$ cat config.mk
export PLATFORM = sky130hd
export DESIGN_NAME = cdc_hs_src_arbiter
export DESIGN_NICKNAME = d
export VERILOG_FILES = /design/src/rtl/cdc_pkg.sv /design/src/rtl/cdc_ack_sync.sv /design/src/rtl/cdc_hs_src_arbiter.sv
export SDC_FILE = /design/constraint.sdc
export NUM_CORES = 1
export LEC_CHECK = 0
export BUFFER_PORTS_ARGS = -buffer_cell sky130_fd_sc_hd__buf_2
export CORE_MARGIN = 2
export CORE_UTILIZATION = 30
export CTS_CLUSTER_SIZE = 10
export DETAILED_ROUTE_END_ITERATION = 12
export PLACE_DENSITY_LB_ADDON = 0.1
export SLEW_MARGIN = 15
export SYNTH_ARGS = -nofsm -noshare
export SYNTH_HDL_FRONTEND = slang
export SYNTH_SLANG_ARGS = --single-unit
export TNS_END_PERCENT = 100
$ cat constraint.sdc
create_clock -name wr_clk -period 7.66 [get_ports wr_clk]
set_input_delay 1.532 -clock wr_clk [delete_from_list [all_inputs] [get_ports wr_clk]]
set_output_delay 1.532 -clock wr_clk [all_outputs]
set_load 0.02 [all_outputs]
$ cat src/rtl/cdc_pkg.sv
// Shared types and the round-robin pick helper for the source-side CDC
// handshake arbiter.
package cdc_pkg;

  typedef enum logic [1:0] {
    HS_IDLE = 2'd0,
    HS_REQ  = 2'd1,
    HS_REL  = 2'd2
  } hs_state_e;

  // The helper works on a fixed maximum width; callers zero-extend into it.
  localparam int RR_MAX = 32;

  // First set bit of valid at or after ptr, wrapping modulo n. Returns 0 when
  // nothing is valid; callers only act on the result when some bit is set.
  function automatic logic [4:0] rr_pick(input logic [RR_MAX-1:0] valid,
                                         input logic [4:0]        ptr,
                                         input logic [5:0]        n);
    logic [5:0] idx;
    logic       found;
    rr_pick = '0;
    found   = 1'b0;
    for (int k = 0; k < RR_MAX; k++) begin
      if (k < int'(n) && !found) begin
        idx = {1'b0, ptr} + 6'(k);
        if (idx >= n) idx = idx - n;
        if (valid[idx[4:0]]) begin
          rr_pick = idx[4:0];
          found   = 1'b1;
        end
      end
    end
  endfunction

endpackage

$ cat src/rtl/cdc_ack_sync.sv
// Two-flop synchronizer bringing the destination's ack into the write domain.
module cdc_ack_sync (
  input  logic clk,
  input  logic reset,
  input  logic ack_async,
  output logic ack_sync
);

  logic meta;

  always_ff @(posedge clk) begin
    if (!reset) begin
      meta     <= 1'b0;
      ack_sync <= 1'b0;
    end else begin
      meta     <= ack_async;
      ack_sync <= meta;
    end
  end

endmodule

$ cat src/rtl/cdc_hs_src_arbiter.sv
// Round-robin arbiter feeding one 4-phase req/ack crossing; holds the winning
// payload stable until the destination has acknowledged and released.
module cdc_hs_src_arbiter
  import cdc_pkg::*;
#(
  parameter int NUM_REQ   = 4,
  parameter int DATA_W    = 8,
  parameter int TIMEOUT_W = 8,
  localparam int IDW      = $clog2(NUM_REQ)
) (
  input  logic                      wr_clk,
  input  logic                      wr_reset,
  input  logic [NUM_REQ-1:0]        req_valid,
  input  logic [NUM_REQ*DATA_W-1:0] req_data,
  output logic [NUM_REQ-1:0]        req_ready,
  output logic                      xfer_req,
  output logic [DATA_W-1:0]         xfer_data,
  output logic [IDW-1:0]            xfer_id,
  input  logic                      xfer_ack_async,
  output logic                      busy,
  input  logic                      err_clr,
  output logic                      timeout_err
);

  localparam logic [TIMEOUT_W-1:0] CNT_MAX = '1;

  hs_state_e            state;
  logic [IDW-1:0]       rr_ptr;
  logic [TIMEOUT_W-1:0] wait_cnt;
  logic                 ack_s;
  logic [4:0]           pick;
  logic [IDW-1:0]       grant;
  logic [IDW-1:0]       ptr_next;
  logic                 accept;
  logic                 state_chg;

  cdc_ack_sync u_ack_sync (
    .clk       (wr_clk),
    .reset     (wr_reset),
    .ack_async (xfer_ack_async),
    .ack_sync  (ack_s)
  );

  always_comb begin
    pick      = rr_pick(RR_MAX'(req_valid), 5'(rr_ptr), 6'(NUM_REQ));
    grant     = pick[IDW-1:0];
    ptr_next  = (grant == IDW'(NUM_REQ - 1)) ? '0 : grant + 1'b1;
    req_ready = '0;
    // A stale or glitching ack blocks new grants until it has gone low.
    if (state == HS_IDLE && !ack_s && |req_valid) req_ready[grant] = 1'b1;
    accept    = |(req_valid & req_ready);
    state_chg = (state == HS_IDLE && accept) ||
                (state == HS_REQ  && ack_s)  ||
                (state == HS_REL  && !ack_s);
  end

  assign busy = (state != HS_IDLE);

  always_ff @(posedge wr_clk) begin
    if (!wr_reset) begin
      state       <= HS_IDLE;
      xfer_req    <= 1'b0;
      xfer_data   <= '0;
      xfer_id     <= '0;
      rr_ptr      <= '0;
      wait_cnt    <= '0;
      timeout_err <= 1'b0;
    end else begin
      case (state)
        HS_IDLE: if (accept) begin
          xfer_data <= req_data[int'(grant)*DATA_W +: DATA_W];
          xfer_id   <= grant;
          rr_ptr    <= ptr_next;
          xfer_req  <= 1'b1;
          state     <= HS_REQ;
        end
        HS_REQ: if (ack_s) begin
          xfer_req <= 1'b0;
          state    <= HS_REL;
        end
        HS_REL: if (!ack_s) state <= HS_IDLE;
        default: begin
          xfer_req <= 1'b0;
          state    <= HS_IDLE;
        end
      endcase

      if (state_chg) wait_cnt <= '0;
      else if (state != HS_IDLE && wait_cnt != CNT_MAX) wait_cnt <= wait_cnt + 1'b1;

      // Fires once, on the cycle the counter reaches its ceiling, so a clear
      // issued while still stuck waiting is not immediately undone.
      if (!state_chg && state != HS_IDLE && wait_cnt == CNT_MAX - 1'b1)
        timeout_err <= 1'b1;
      else if (err_clr)
        timeout_err <= 1'b0;
    end
  end

endmodule

==> metrics.md, run 1 <==
| Metric | Value |
|---|---|
| Worst slew margin | `44.5%` |
| Worst-Skew Late Latency | `270 ps` |
| Tcrit/Tclk final | `78.4%` |
| Place WS | `1650 ps` |
| First-pass GRT wire length | `8000 µm` |
| CTS root buffer | `clkbuf_8` |
| Area used by multi-input combinational logic | `1150 µm²` |
| Clock transition at path regs | `90 ps` |
| Most frequent CP cell | `buf_2` |
| DR pass1 iterations | `4` |
| DR vias | `1720` |
| Crit path max-delay family | `compound AO/OA/AOI/OAI gates` |
| Slowest-stage cell, CP | `a21oi_2` |
| Seq/Total Area, Yosys | `29.2%` |
| PwrDens | `336 nW/µm²` |
| NumNets Final | `306` |
| Status | `completed` |
| Clk network pwr share | `10.9%` |
| I/O pin count | `57` |
| Yosys warns | `0` |
| RSZ-0062 raised after global routing | `no` |
| Leading cell type in the layout, fill and taps excluded | `buf_2` |
| Fin. max-slew vios | `0` |
| Starting Density | `30.7%` |
| Area growth syn-to-layout | `19.0%` |
| Post-CTS setup buffer count | `0` |
| Gr usage total | `15.5%` |
| Vias per std cell | `5.18` |
| Worst path required time | `6130 ps` |
| Row count | `28` |
| DR WL/cell | `14.6 µm` |
| Die Area | `6580 µm²` |
| Actual slew at the worst max-slew pin | `832 ps` |
| Crit path max fanout | `20` |
| Worst setup SP type | `primary input` |
| Seq pwr share | `26.9%` |
| Chip width | `81.1 µm` |
| CP cell instances | `buf_2 -> mux2_2 -> a31o_1 -> a211o_1 -> a21oi_2 -> nor2_1 -> inv_1 -> ha_1 -> and2_1 -> buf_2` |
| Max Clock Skew | `3.01 ps` |
| GPL Wtd Cong | `0.754` |
| H-tree Lvls | `1` |
| Antenna-violating nets left | `0` |
| Sw Share | `50.1%` |
| Post-CTS resize count | `0` |
| Routed wire length | `4840 µm` |
| Post-Syn Instances | `211` |
| Core box area | `5820 µm²` |
| Post-DP HPWL | `3570 µm` |
| Final Setup Violations | `0` |
| Total global routing overflow | `0` |
| Number of global-route vias before repair | `1726` |
| Post-synthesis net count | `258` |
| CTS tree | `done` |
| Num CTS Buffers | `3` |
| Syn Std Cell Area | `1780 µm²` |
| Antenna Cells | `0` |
| Initial antenna violation count | `0` |
| Internal | `0.355 mW` |
| Top_reg_cell synth | `dfxtp_1` |
| Chip height | `81.1 µm` |
| WP buf/inv | `3` |
| Final WS setup | `1650 ps` |
| Worst Setup End Kind | `output pin` |
| WP data arrival | `4470 ps` |
| Distinct cell type count after synthesis | `46` |
| CTS max path bufs | `2` |
| Largest net degree at the start of global routing | `25` |
| CP max stage delay | `640 ps` |
| Fillcell total | `646` |
| Worst vdd rail ir drop | `0.151 mV` |
| Sequential Area | `520 µm²` |
| Sw power | `0.357 mW` |
| Most frequent cells in the layout | `buf_2, dfxtp_1, nand2_1, nor3b_1, a211oi_1` |
| Leakage | `0.883 nW` |
| Fmax | `0.166 GHz` |
| Post-CTS Hold Buffers | `0` |
| TritonCTS Sinks | `26` |
| Post-synth ARST share | `0%` |
| Layout cell share with drive strength beyond 1 | `29.6%` |
| Max-cap viol count | `0` |
| Setup TNS | `0 ps` |
| Remaining routing DRC violations | `0` |
| Combinational share of power | `62.1%` |
| IO buf count | `56` |
| Synthesis-stage register bit count | `26` |
| Crit Path Class | `primary input to output pin` |
| Endpoints failing hold | `0` |
| 1st-iter DRT viols | `36` |
| Tmin final | `6010 ps` |
| Avg Synthesized Cell Area | `8.45 µm²` |
| Post-synth EDFFs | `0` |
| Min-delay worst type | `flip-flop to flip-flop` |
## sequential cells by signal (all words and copies together), names as in the netlist
| register | flops |
|---|---|
| timeout_err | 1 |
| wait_cnt | 8 |
| xfer_data | 8 |
| rr_ptr | 2 |
| u_ack_sync.ack_sync | 1 |
| u_ack_sync.meta | 1 |
| xfer_req | 1 |
| state | 2 |
| xfer_id | 2 |
## Yosys cell counts, types with 2 or more instances
master      n  share of area (%)
clkbuf_1    9                1.9
buf_6       4                2.5
nor2b_1     3                1.1
nor3b_1    17                7.2
and3_1      6                2.1
o2bb2ai_1   2               0.98
and2_1      3                1.1
nor3_1      9                2.5
xor2_1      5                2.5
xnor2_1     3                1.5
nand2b_1    2               0.70
a31o_2      8                3.9
nor2_1     10                2.1
ha_1        7                4.9
nand3_1     2               0.56
inv_1       8                1.7
o21ai_1     3               0.84
a21oi_1     3               0.84
dfxtp_1    26                 29
o31ai_1     8                3.4
nand4_1     7                2.5
a211oi_1   16                6.7
nand2_1    21                4.4
mux2i_1     2                1.1
mux2_2      3                1.9
o21ai_0     2               0.56
o21a_1      3                1.3
## logic make-up after synthesis
kind of cell             synth area share [%]
AND/OR/NAND/NOR                          25.4
AO/OA/AOI/OAI                            25.1
flip-flops                               29.2
buffers and inverters                    6.39
XOR/XNOR                                 3.93
multiplexers                             5.12
adder cells (fa/ha/maj)                  4.91
## final timing paths
kind,endpoint,cells past startpoint,from,slack (ps)
setup / recovery,req_ready[3],10,req_valid[3],1650
hold / removal,u_ack_sync.ack_sync$_SDFF_PN0_,1,u_ack_sync.meta$_SDFF_PN0_,440
setup reg to reg,rr_ptr[1]$_SDFFE_PN0P_,13,rr_ptr[0]$_SDFFE_PN0P_,2790
hold reg to reg,u_ack_sync.ack_sync$_SDFF_PN0_,1,u_ack_sync.meta$_SDFF_PN0_,440
## through the flow
stage	instances	hold slack (ps)	area [µm²]	power (mW)	utilization [%]
detailed placement	329	426	2080	0.640	35.8
finish	332	443	2120	0.712	36.5
floorplan	211	412	1780	0.548	-
CTS	332	450	2120	0.722	36.5
global placement	329	416	2080	0.642	35.8
global route	332	467	2120	0.778	36.5
## area by class of cell
| class | count | area share, % |
|---|---|---|
| multi-input cells | 163 | 54.1 |
| flip-flops and latches | 26 | 24.5 |
| repair buffers | 57 | 13.6 |
| well taps | 75 | 4.42 |
| clock buffers | 3 | 1.95 |
| inverters | 8 | 1.42 |
## metal layers
layer  GRT usage [%]  wire length (µm)  share of wire [%]  vias to the layer above
met5               0                 0                  0                        -
met1            18.9              2160                 45                      809
met2            28.1              2440                 51                       28
met4            5.42                56                1.2                        0
li1                -                 -                  -                      879
met3            1.78               175                3.6                        4
## power groups by stage
stage	Combinational [mW]	Sequential, mW	Clock, mW
floorplan	0.339	0.209	0
global placement	0.447	0.195	0
detailed placement	0.444	0.195	0
CTS	0.447	0.193	0.0827
global route	0.495	0.196	0.0867
finish	0.442	0.192	0.0779
Power figures use the tool's default switching activity.
==> run 2, diff against run 1 <==
Clock period 7.66 ns to 5.3 ns, I/O delays scaled along.
==> run 2 against run 1 <==
Sequential share of layout area shrank 0.50 points; final cell count grew 1.5%; routed wire length shrank 2.3%; power grew 50%; critical path type unchanged.
==> metrics.md, run 2 (same netlist as run 1, synthesis figures left out) <==
| Metric | Value |
|---|---|
| Largest net degree at the start of global routing | `25` |
| IO buf count | `56` |
| Placed insts | `333` |
| Layout cell share with drive strength beyond 1 | `30.9%` |
| Final Setup Violations | `0` |
| Seq pwr share | `26.0%` |
| WP data arrival | `3170 ps` |
| Post-CTS Hold Buffers | `0` |
| Die Area | `6580 µm²` |
| Max Clock Skew | `6.56 ps` |
| DR vias | `1744` |
| CTS root buffer | `clkbuf_8` |
| H-tree Lvls | `1` |
| Sw power | `0.518 mW` |
| Number of global-route vias before repair | `1661` |
| WP buf/inv | `4` |
| Tmin final | `4230 ps` |
| Antenna Cells | `0` |
| Fin. max-slew vios | `0` |
| Crit path max-delay family | `compound AO/OA/AOI/OAI gates` |
| Crit path max fanout | `11` |
| Core box area | `5820 µm²` |
| Area growth syn-to-layout | `21.5%` |
| Final hold slack | `442 ps` |
| Internal | `0.551 mW` |
| Starting Density | `30.7%` |
| Num CTS Buffers | `3` |
| CTS max path bufs | `2` |
| Post-DP HPWL | `3510 µm` |
| First-pass GRT wire length | `7470 µm` |
| Post-CTS setup buffer count | `0` |
| DR WL/cell | `14.0 µm` |
| Status | `completed` |
| CTS tree | `done` |
| Worst reg-to-reg setup slack | `1070 ps` |
| Row count | `28` |
| CP max stage delay | `500 ps` |
| Setup TNS | `0 ps` |
| Remaining routing DRC violations | `0` |
| Worst r2r src | `rr_ptr[0]$_SDFFE_PN0P_` |
| Worst path required time | `4240 ps` |
| Fin cells | `337` |
| Tcrit/Tclk final | `79.8%` |
| Min-delay worst type | `flip-flop to flip-flop` |
| PwrDens | `493 nW/µm²` |
| Slowest-stage cell, CP | `o32a_1` |
| Crit Path Class | `primary input to output pin` |
| 1st-iter DRT viols | `53` |
| Post-CTS resize count | `0` |
| Total global routing overflow | `0` |
| R2R cell count | `14` |
| CP cell instances | `buf_2 -> mux2_2 -> a31o_1 -> a21o_1 -> o32a_1 -> inv_1 -> buf_4 -> nand2_1 -> nor2_1 -> buf_2` |
| I/O pin count | `57` |
| Fillcell total | `630` |
| Worst-Skew Late Latency | `270 ps` |
| Critical path depth in cells | `10` |
| Gr usage total | `14.6%` |
| Actual slew at the worst max-slew pin | `587 ps` |
| Combinational share of power | `61.9%` |
| FF-to-FF End | `xfer_id[0]$_SDFFE_PN0P_` |
| Clk network pwr share | `12.1%` |
| RSZ-0062 raised after global routing | `no` |
| Crit path from | `req_valid[3]` |
| Worst setup path endpoint | `req_ready[2]` |
| Leading cell type in the layout, fill and taps excluded | `buf_2` |
| Biggest regs | `wait_cnt: 8 flops, xfer_data: 8 flops` |
| Worst slew margin | `60.8%` |
| Sw Share | `48.5%` |
| Chip height | `81.1 µm` |
| Worst Setup End Kind | `output pin` |
| Endpoints failing hold | `0` |
| Worst vdd rail ir drop | `0.274 mV` |
| GPL Wtd Cong | `0.745` |
| Most frequent cells in the layout | `buf_2, dfxtp_1, nand2_1, nor3b_1, a211oi_1` |
| DR pass1 iterations | `4` |
| Fmax | `0.236 GHz` |
| Core Util, Final | `37.2%` |
| Chip width | `81.1 µm` |
| Antenna-violating nets left | `0` |
| Max-cap viol count | `0` |
| TritonCTS Sinks | `26` |
| Leakage | `0.911 nW` |
| Most frequent CP cell | `buf_2` |
| Initial antenna violation count | `0` |
| Routed wire length | `4730 µm` |
| NumNets Final | `310` |
| Vias per std cell | `5.18` |
| Worst setup SP type | `primary input` |
| Clock transition at path regs | `90 ps` |
-- run 2: cell count changes in the layout (fill, tap and decap cells not counted), sizes merged --
cell / before / now
buf: 57 / 61
clkbuf: 3 / 4
-- run 2: cell type report --
type                    instances  area, µm²  share of cell area (%)
inverters                       8       30.0                    1.39
repair buffers                 61        318                    14.7
clock buffers                   4       55.1                    2.54
flip-flops and latches         26        520                    24.0
multi-input cells             163       1150                    53.0
well taps                      75       93.8                    4.33
-- run 2: power groups by stage --
| stage | clock network (mW) | logic (mW) | registers, mW |
|---|---|---|---|
| floorplan | 0 | 0.490 | 0.302 |
| global placement | 0 | 0.671 | 0.284 |
| detailed placement | 0 | 0.666 | 0.284 |
| CTS | 0.136 | 0.669 | 0.280 |
| global route | 0.141 | 0.736 | 0.285 |
| finish | 0.129 | 0.662 | 0.278 |
-- run 2: worst min-delay path by stage --
stage / start / end / cells after the start
final: u_ack_sync.meta$_SDFF_PN0_ / u_ack_sync.ack_sync$_SDFF_PN0_ / 1
after detailed placement: u_ack_sync.meta$_SDFF_PN0_ / u_ack_sync.ack_sync$_SDFF_PN0_ / 1
after floorplan: u_ack_sync.meta$_SDFF_PN0_ / u_ack_sync.ack_sync$_SDFF_PN0_ / 1
after CTS: u_ack_sync.meta$_SDFF_PN0_ / u_ack_sync.ack_sync$_SDFF_PN0_ / 1
after global placement: u_ack_sync.meta$_SDFF_PN0_ / u_ack_sync.ack_sync$_SDFF_PN0_ / 1
after global routing: u_ack_sync.meta$_SDFF_PN0_ / u_ack_sync.ack_sync$_SDFF_PN0_ / 1
-- run 2: stage by stage --
step	worst slack, ps	power (mW)	area (µm²)
finish	1070	1.07	2170
floorplan	1130	0.792	1780
detailed placement	795	0.950	2110
CTS	1010	1.09	2170
global route	719	1.16	2170
global placement	876	0.955	2110
-- run 2: layer usage --
layer | vias to the layer above | track usage, % | routed length [µm] | share of wire [%]
met5 | - | 0 | 0 | 0
met2 | 37 | 26.9 | 2410 | 51
met1 | 817 | 17.9 | 2130 | 45
li1 | 886 | - | - | -
met4 | 0 | 5.08 | 55 | 1.2
met3 | 4 | 1.00 | 130 | 2.8
-- run 2: worst register-to-register path: stages, from the launching register on --
cell	delay [ps]
dfxtp_1	700
inv_1	100
ha_1	420
inv_1	80
and3_1	160
o21bai_1	180
a21oi_2	70
buf_4	230
nor2_1	220
inv_1	90
ha_1	240
a21oi_1	260
or4b_1	660
and3_1	430
o211a_1	270
